`src/rtl/uart_tx_arbiter.sv`:
```
`timescale 1ns/1ps
// Four-channel byte arbiter in front of a single UART transmitter.
// Each channel has a one-byte holding slot; slots are served round-robin.
module uart_tx_arbiter #(
  parameter logic [19:0] TIMEOUT = 20'd1000000,
  parameter int          TOW     = 20
) (
  input  logic        i_Clk,
  input  logic        i_Rst,
  input  logic [3:0]  i_Req,
  input  logic [31:0] i_Data,
  input  logic        i_fReady,
  input  logic        i_fDoneTX,
  output logic        o_fTx,
  output logic [7:0]  o_TxData,
  output logic [3:0]  o_Full,
  output logic [3:0]  o_Grant,
  output logic [3:0]  o_Drop,
  output logic        o_Err,
  output logic        o_State
);

  // Handshake: i_Req[k] is a one-cycle offer, taken if the slot is empty or
  // being granted; i_fReady gates a start, o_fTx starts, i_fDoneTX ends a send.
  typedef enum logic {ST_IDLE = 1'b0, ST_SEND = 1'b1} state_t;

  localparam logic [TOW-1:0] TO_LAST = TOW'(TIMEOUT - 20'd1);

  state_t          r_state;
  state_t          w_next;
  logic [3:0]      r_full;
  logic [3:0]      r_drop;
  logic [3:0]      r_grant;
  logic [3:0][7:0] r_hold;
  logic [1:0]      r_last;
  logic [TOW-1:0]  r_cnt;
  logic            r_ftx;
  logic            r_err;
  logic [7:0]      r_txdata;

  logic [1:0]      w_win;
  logic [1:0]      w_idx;
  logic            w_fire;
  logic            w_cnt_last;
  logic            w_abort;
  logic [3:0]      w_grant_vec;

  // Scan from farthest to nearest so the first full channel after r_last wins.
  always_comb begin
    w_win = r_last + 2'd1;
    w_idx = 2'd0;
    for (int i = 4; i >= 1; i--) begin
      w_idx = r_last + 2'(i);
      if (r_full[w_idx]) w_win = w_idx;
    end
  end

  always_ff @(posedge i_Clk or negedge i_Rst) begin
    if (!i_Rst) r_state <= ST_IDLE;
    else        r_state <= w_next;
  end

  always_comb begin
    w_next = r_state;
    case (r_state)
      ST_IDLE: if (w_fire) w_next = ST_SEND;
      ST_SEND: if (i_fDoneTX || w_cnt_last) w_next = ST_IDLE;
      default: w_next = ST_IDLE;
    endcase
  end

  always_comb begin
    w_fire      = (r_state == ST_IDLE) && (|r_full) && i_fReady;
    w_grant_vec = w_fire ? (4'b0001 << w_win) : 4'b0000;
    w_cnt_last  = (r_cnt == TO_LAST);
    w_abort     = (r_state == ST_SEND) && !i_fDoneTX && w_cnt_last;
  end

  always_ff @(posedge i_Clk or negedge i_Rst) begin
    if (!i_Rst) begin
      r_full   <= 4'b0000;
      r_drop   <= 4'b0000;
      r_grant  <= 4'b0000;
      r_hold   <= '0;
      r_last   <= 2'd3;
      r_cnt    <= '0;
      r_ftx    <= 1'b0;
      r_err    <= 1'b0;
      r_txdata <= 8'h00;
    end else begin
      for (int k = 0; k < 4; k++) begin
        if (i_Req[k] && (!r_full[k] || w_grant_vec[k])) begin
          r_hold[k] <= i_Data[8*k +: 8];
          r_full[k] <= 1'b1;
        end else if (w_grant_vec[k]) begin
          r_full[k] <= 1'b0;
        end
        if (i_Req[k] && r_full[k] && !w_grant_vec[k]) r_drop[k] <= 1'b1;
      end
      r_ftx   <= w_fire;
      r_grant <= w_grant_vec;
      if (w_fire) begin
        r_txdata <= r_hold[w_win];
        r_last   <= w_win;
        r_cnt    <= '0;
      end else if (r_state == ST_SEND) begin
        r_cnt <= r_cnt + TOW'(1);
      end
      if (w_abort) r_err <= 1'b1;
    end
  end

  assign o_fTx    = r_ftx;
  assign o_TxData = r_txdata;
  assign o_Full   = r_full;
  assign o_Grant  = r_grant;
  assign o_Drop   = r_drop;
  assign o_Err    = r_err;
  assign o_State  = r_state;

endmodule

```
`config.mk`:
```
export PLATFORM = sky130hd
export DESIGN_NAME = uart_tx_arbiter
export DESIGN_NICKNAME = d
export VERILOG_FILES = /design/src/rtl/uart_tx_arbiter.sv
export SDC_FILE = /design/constraint.sdc
export NUM_CORES = 1
export LEC_CHECK = 0
export CAP_MARGIN = 20
export CORE_MARGIN = 2
export CORE_UTILIZATION = 44
export DETAILED_ROUTE_END_ITERATION = 12
export GPL_TIMING_DRIVEN = 1
export HOLD_SLACK_MARGIN = 0.03
export PLACE_DENSITY = 0.69
export SLEW_MARGIN = 0
export SYNTH_ARGS = -nofsm -noshare
export SYNTH_HDL_FRONTEND = slang
export SYNTH_SLANG_ARGS = --single-unit
```
`constraint.sdc`:
```
create_clock -name i_Clk -period 3.4 [get_ports i_Clk]
set_input_delay 0.34 -clock i_Clk [delete_from_list [all_inputs] [get_ports i_Clk]]
set_output_delay 0.34 -clock i_Clk [all_outputs]
set_load 0.02 [all_outputs]
```
## After elaboration in Yosys (flattened, before gate mapping)

Cells that the tools add are included.

- Register bits after elaboration: 77
- Input bits: 40

- Add/subtract/negate cells: 4
- Order comparisons: 5
- Equal/unequal tests: 1
- Shift-type cells: 1
- Mux-type cells: 28
- Bitwise logic cells: 1
- Reductions and logical operators: 36

Operator list:

| operator | number |
|---|---|
| two-way mux 20 bit | 2 |
| adder 20 x 1 -> 20 bit (second input constant) | 1 |
| equality test 20 bit (second input constant) | 1 |
| binary-select mux 8 bit (select 2 bit) | 1 |
| logical AND 1 bit | 16 |
| less-than comparator 2 x 3 -> 1 bit (second input constant) | 5 |
| two-way mux 1 bit | 14 |
| nonzero test 2 bit | 5 |
| zero test 1 bit | 9 |
| binary-select mux 1 bit (select 2 bit) | 4 |
| two-way mux 2 bit | 4 |
| two-way mux 8 bit | 1 |
| logical OR 1 bit | 5 |
| adder 2 bit (second input constant) | 2 |
| two-way mux 4 bit | 1 |
| OR reduction 4 bit | 1 |
| << shifter 1 x 2 -> 4 bit (first input constant) | 1 |
| adder 2 x 1 -> 2 bit (second input constant) | 1 |
| case mux 1 bit (2 select lines) | 1 |
| NOT 1 bit | 1 |

## Longest topological paths before layout

- Depth after elaboration: 11
- Mapped depth: 9
- Gate-level depth less buffers: 6

## Worst setup path before layout

No wires, ideal clock.

- Path kind: flip-flop to flip-flop
- From: register r_full[1] (netlist: o_Full[1])
- To: register r_txdata[4] (netlist: o_TxData[4])
- Library setup time: 0.125 ns
- Arrival: 2.061 ns
- Required time: 3.275 ns
- Path slack: 1.215 ns
- Cell stages (with the launch flop): 7
- Buffers on the path: 2
- Cells stage by stage: dfrtp_1 -> clkbuf_2 -> o21bai_1 -> a221oi_4 -> buf_4 -> mux4_2 -> mux2_2

- Word-level cells in the longest chain between the ends: 8
- Elaborated cells between the ends (all ways): 17
- Those cells by class: mux (14); reduce/logical (3)

RTL lines:

| item | line | text |
|---|---|---|
| start, declared | 31 | `logic [3:0] r_full;` |
| start signal, assigned | 81 | `r_full <= 4'b0000;` |
| start signal, assigned by index | 94 | `r_full[k] <= 1'b1;` |
| start signal, assigned by index | 96 | `r_full[k] <= 1'b0;` |
| binary-select mux 1 bit (select 2 bit) | 54 | `if (r_full[w_idx]) w_win = w_idx;` |
| two-way mux 1 bit (not written as such) | 54 |  |
| two-way mux 2 bit (4 in series) | 54 |  |
| binary-select mux 8 bit (select 2 bit) | 103 | `r_txdata <= r_hold[w_win];` |
| two-way mux 8 bit (not written as such) | 103 |  |
| end signal, assigned | 103 |  |
| end, declared | 39 | `logic [7:0] r_txdata;` |

Several ways; a longest one is shown, not always the timed one. The select of a mux whose other input is x is not followed.
A chain may end at the register's enable or synchronous reset.

## Worst setup path in the final report

- From: register r_full[1] (netlist: o_Full[1])
- To: register r_hold[29] in the netlist's numbering

- Word-level cells in the longest chain between the ends: 10
- Elaborated cells between the ends (all ways): 19
- Those cells by class: shift (1); mux (13); reduce/logical (5)

RTL lines:

| item | line | text |
|---|---|---|
| binary-select mux 1 bit (select 2 bit) | 54 |  |
| two-way mux 1 bit (not written as such) | 54 |  |
| two-way mux 2 bit (4 in series) | 54 |  |
| << shifter 1 x 2 -> 4 bit | 74 | `w_grant_vec = w_fire ? (4'b0001 << w_win) : 4'b0000;` |
| two-way mux 4 bit (*) | 74 |  |
| logical OR 1 bit (*) | 92 | `if (i_Req[k] && (!r_full[k] \|\| w_grant_vec[k])) begin` |
| logical AND 1 bit (*) | 92 |  |
| end signal, assigned by index | 93 | `r_hold[k] <= i_Data[8*k +: 8];` |
| end, declared | 34 | `logic [3:0][7:0] r_hold;` |

Mark *: on every way between the ends. The rest lies on a longest branch, timed or not. The select of a mux whose other input is x is not followed.

==> impl_metrics.env <==
export IMPL_run_status="complete, no violations"
export IMPL_placedInstanceArea_um2=4620
export IMPL_grt_max_degree=78
export IMPL_antenna_found_initial=0
export IMPL_synth_seq_area_share=0.484
export IMPL_clockBufferDepth=2
export IMPL_die_h_um=99.1
export IMPL_avgSynthCellArea_um2=10.6
export IMPL_globalplace_congestion=0.799
export IMPL_slew_headroom=0.341
export IMPL_async_flop_share=1.00
export IMPL_clkLatencyLatePin_ps=350
export IMPL_drc=0
export IMPL_synth_nets=417
export IMPL_cp_end_kind="register"
export IMPL_grt_use_total=0.198
export IMPL_wire_per_inst_um=17.1
export IMPL_final_nets=466
export IMPL_detailed_place_hpwl_mm=6.31
export IMPL_diodes=0
export IMPL_drive_above_1_share=0.107
export IMPL_clockRootBuffer="clkbuf_8"
export IMPL_fin_crit_ps=2730
export IMPL_crit_type="register to register"
export IMPL_final_cell_mix="75 x dfrtp_1, 61 x clkdlybuf4s50_1, 48 x o211ai_1"
export IMPL_fmax_mhz=366
export IMPL_numPortBuffers=62
export IMPL_netlist_instances=376
export IMPL_grt_busiest_layer="met1"
export IMPL_synth_edf_count=0
export IMPL_hold_viol=0
export IMPL_drt_pass1_iterations=4
export IMPL_grt_use_met3=0.0379
export IMPL_use_met2=0.281
export IMPL_rsz0062_at_grt="false"
export IMPL_postLayoutCoreUtil=0.551
export IMPL_cts_setup_buffers=0
export IMPL_grt_pass1_vias=2977
export IMPL_hold_ws_ps=139
export IMPL_fin_worst_skew_ps=11.9
export IMPL_core_um2=8760
export IMPL_worst_r2r_setup_slack_ps=670
export IMPL_grt_pass1_wl_mm=15.2
export IMPL_power_density_nw_per_um2=806
export IMPL_vdd_drop_max_v=0.000328
export IMPL_cts_buffers=9
export IMPL_tightestPinTransition_ps=988
export IMPL_drtIter0Drc=225
export IMPL_synth_seq_cells=77
export IMPL_viasPerCell=5.72
export IMPL_synthFlopType="dfrtp_1"
export IMPL_ys_types=48
export IMPL_rr_worst_depth=6
export IMPL_final_common_cell="dfrtp_1"
export IMPL_drv_cap=0
export IMPL_p_leak_nw=1.81
export IMPL_chipWidth_um=99.1
export IMPL_synth_area_um2=3980
export IMPL_crit_required_ps=3610
export IMPL_setup_viol=0
export IMPL_regToRegEndpoint="r_hold[29]"
export IMPL_area_growth_pct=21.3
export IMPL_drt_wl_total_mm=9.21
export IMPL_cts_hold_repair_buffers=0
export IMPL_die_area_um2=9830
export IMPL_grt_use_met1=0.302
export IMPL_path_clk_slew_ps=80
export IMPL_fin_crit_sh=0.804
export IMPL_hp_class="input pin to async pin"
export IMPL_cp_max_fo=18
export IMPL_ant_nets=0
export IMPL_grt_overflow=0
export IMPL_post_route_cell_area_um2=4830
export IMPL_dp_cells=522
export IMPL_r2r_start="o_Full[1]"
export IMPL_startpoint_type="register"
export IMPL_ios=63
export IMPL_cts_tree="done"
export IMPL_arrival_ps=2940
export IMPL_start_util=0.454
export IMPL_final_cells=537
export IMPL_cts_resized=0
export IMPL_num_vias=3073
export IMPL_cts_sinks=77
export IMPL_rows=34
export IMPL_fin_setup_tns_ps=0
export IMPL_slew_violations=0
export IMPL_h_tree_depth=3
export IMPL_yosys_warnings=0
## registers in the layout (all words and copies together) (netlist names)
signal / flops
r_last: 2
r_hold: 32
o_fTx: 1
o_State: 1
r_cnt: 20
o_TxData: 8
o_Err: 1
o_Full: 4
o_Grant: 4
o_Drop: 4
## kinds of logic (layout without fill, tap and decap cells)
family	Yosys count	count (layout)	synth area share
fa+ha+maj	1	1	0.00314
flops	77	77	0.484
compound gates	89	89	0.176
simple gates	140	140	0.177
mux	17	17	0.0741
xor+xnor	17	17	0.0374
buf+inv	35	88	0.0481
## Yosys cell counts (5+ instances only)
cell,count,area (µm²)
mux4_2,8,180
clkbuf_1,11,41.3
o311ai_0,16,140
o21ai_0,5,25.0
nor4_1,5,31.3
o211ai_1,48,360
nand4_1,5,31.3
buf_2,8,40.0
dfrtp_1,75,1880
buf_6,5,56.3
xnor2_1,7,61.3
nand3_1,8,40.0
nand2_1,47,176
xor2_1,10,87.6
nor2_1,22,82.6
nand2b_1,32,200
## area by class of cell
| type | instances | area [µm²] |
|---|---|---|
| inverter | 3 | 11.3 |
| tap | 108 | 135 |
| clock inverter | 4 | 72.6 |
| clock buffer | 11 | 141 |
| sequential | 77 | 1930 |
| multi-input combinational | 264 | 1860 |
| fill | 778 | 3930 |
| timing repair buffer | 70 | 678 |
## worst max path at each step
stage               from     endpoint
2_1_floorplan  o_Full[1]  o_TxData[4]
3_3_place_gp   o_Full[1]  o_TxData[4]
3_5_place_dp   o_Full[1]   r_hold[29]
4_1_cts        o_Full[1]  o_TxData[6]
5_1_grt        o_Full[1]   r_hold[29]
6_report       o_Full[1]   r_hold[29]
## stage by stage
| stage | total power, mW | setup WS [ps] |
|---|---|---|
| 5_1_grt | 4.15 | 465 |
| 4_1_cts | 3.92 | 679 |
| 6_report | 3.89 | 668 |
| 3_5_place_dp | 3.14 | 730 |
| 2_1_floorplan | 2.71 | 1210 |
| 3_3_place_gp | 3.09 | 873 |
## worst max-delay path, cell delays in order (launching register included)
cell      delay, ps
dfrtp_1         560
nor2b_1         220
o21ai_0         280
o211a_1         680
buf_4           300
o31a_1          380
o211ai_1        160
## routing by layer
| layer | routed length, µm | share of wire | vias to the layer above |
|---|---|---|---|
| met5 | 0 | 0 | - |
| met4 | 71 | 0.0077 | 0 |
| met3 | 625 | 0.068 | 6 |
| met2 | 4240 | 0.46 | 82 |
| met1 | 4270 | 0.46 | 1518 |
| li1 | - | - | 1467 |
## power by group
part           internal, mW  switching [mW]
clock                 0.429           0.333
sequential             1.18           0.283
combinational         0.814           0.860
total                  2.42            1.48
No activity file was read; power rests on OpenSTA's default activity.
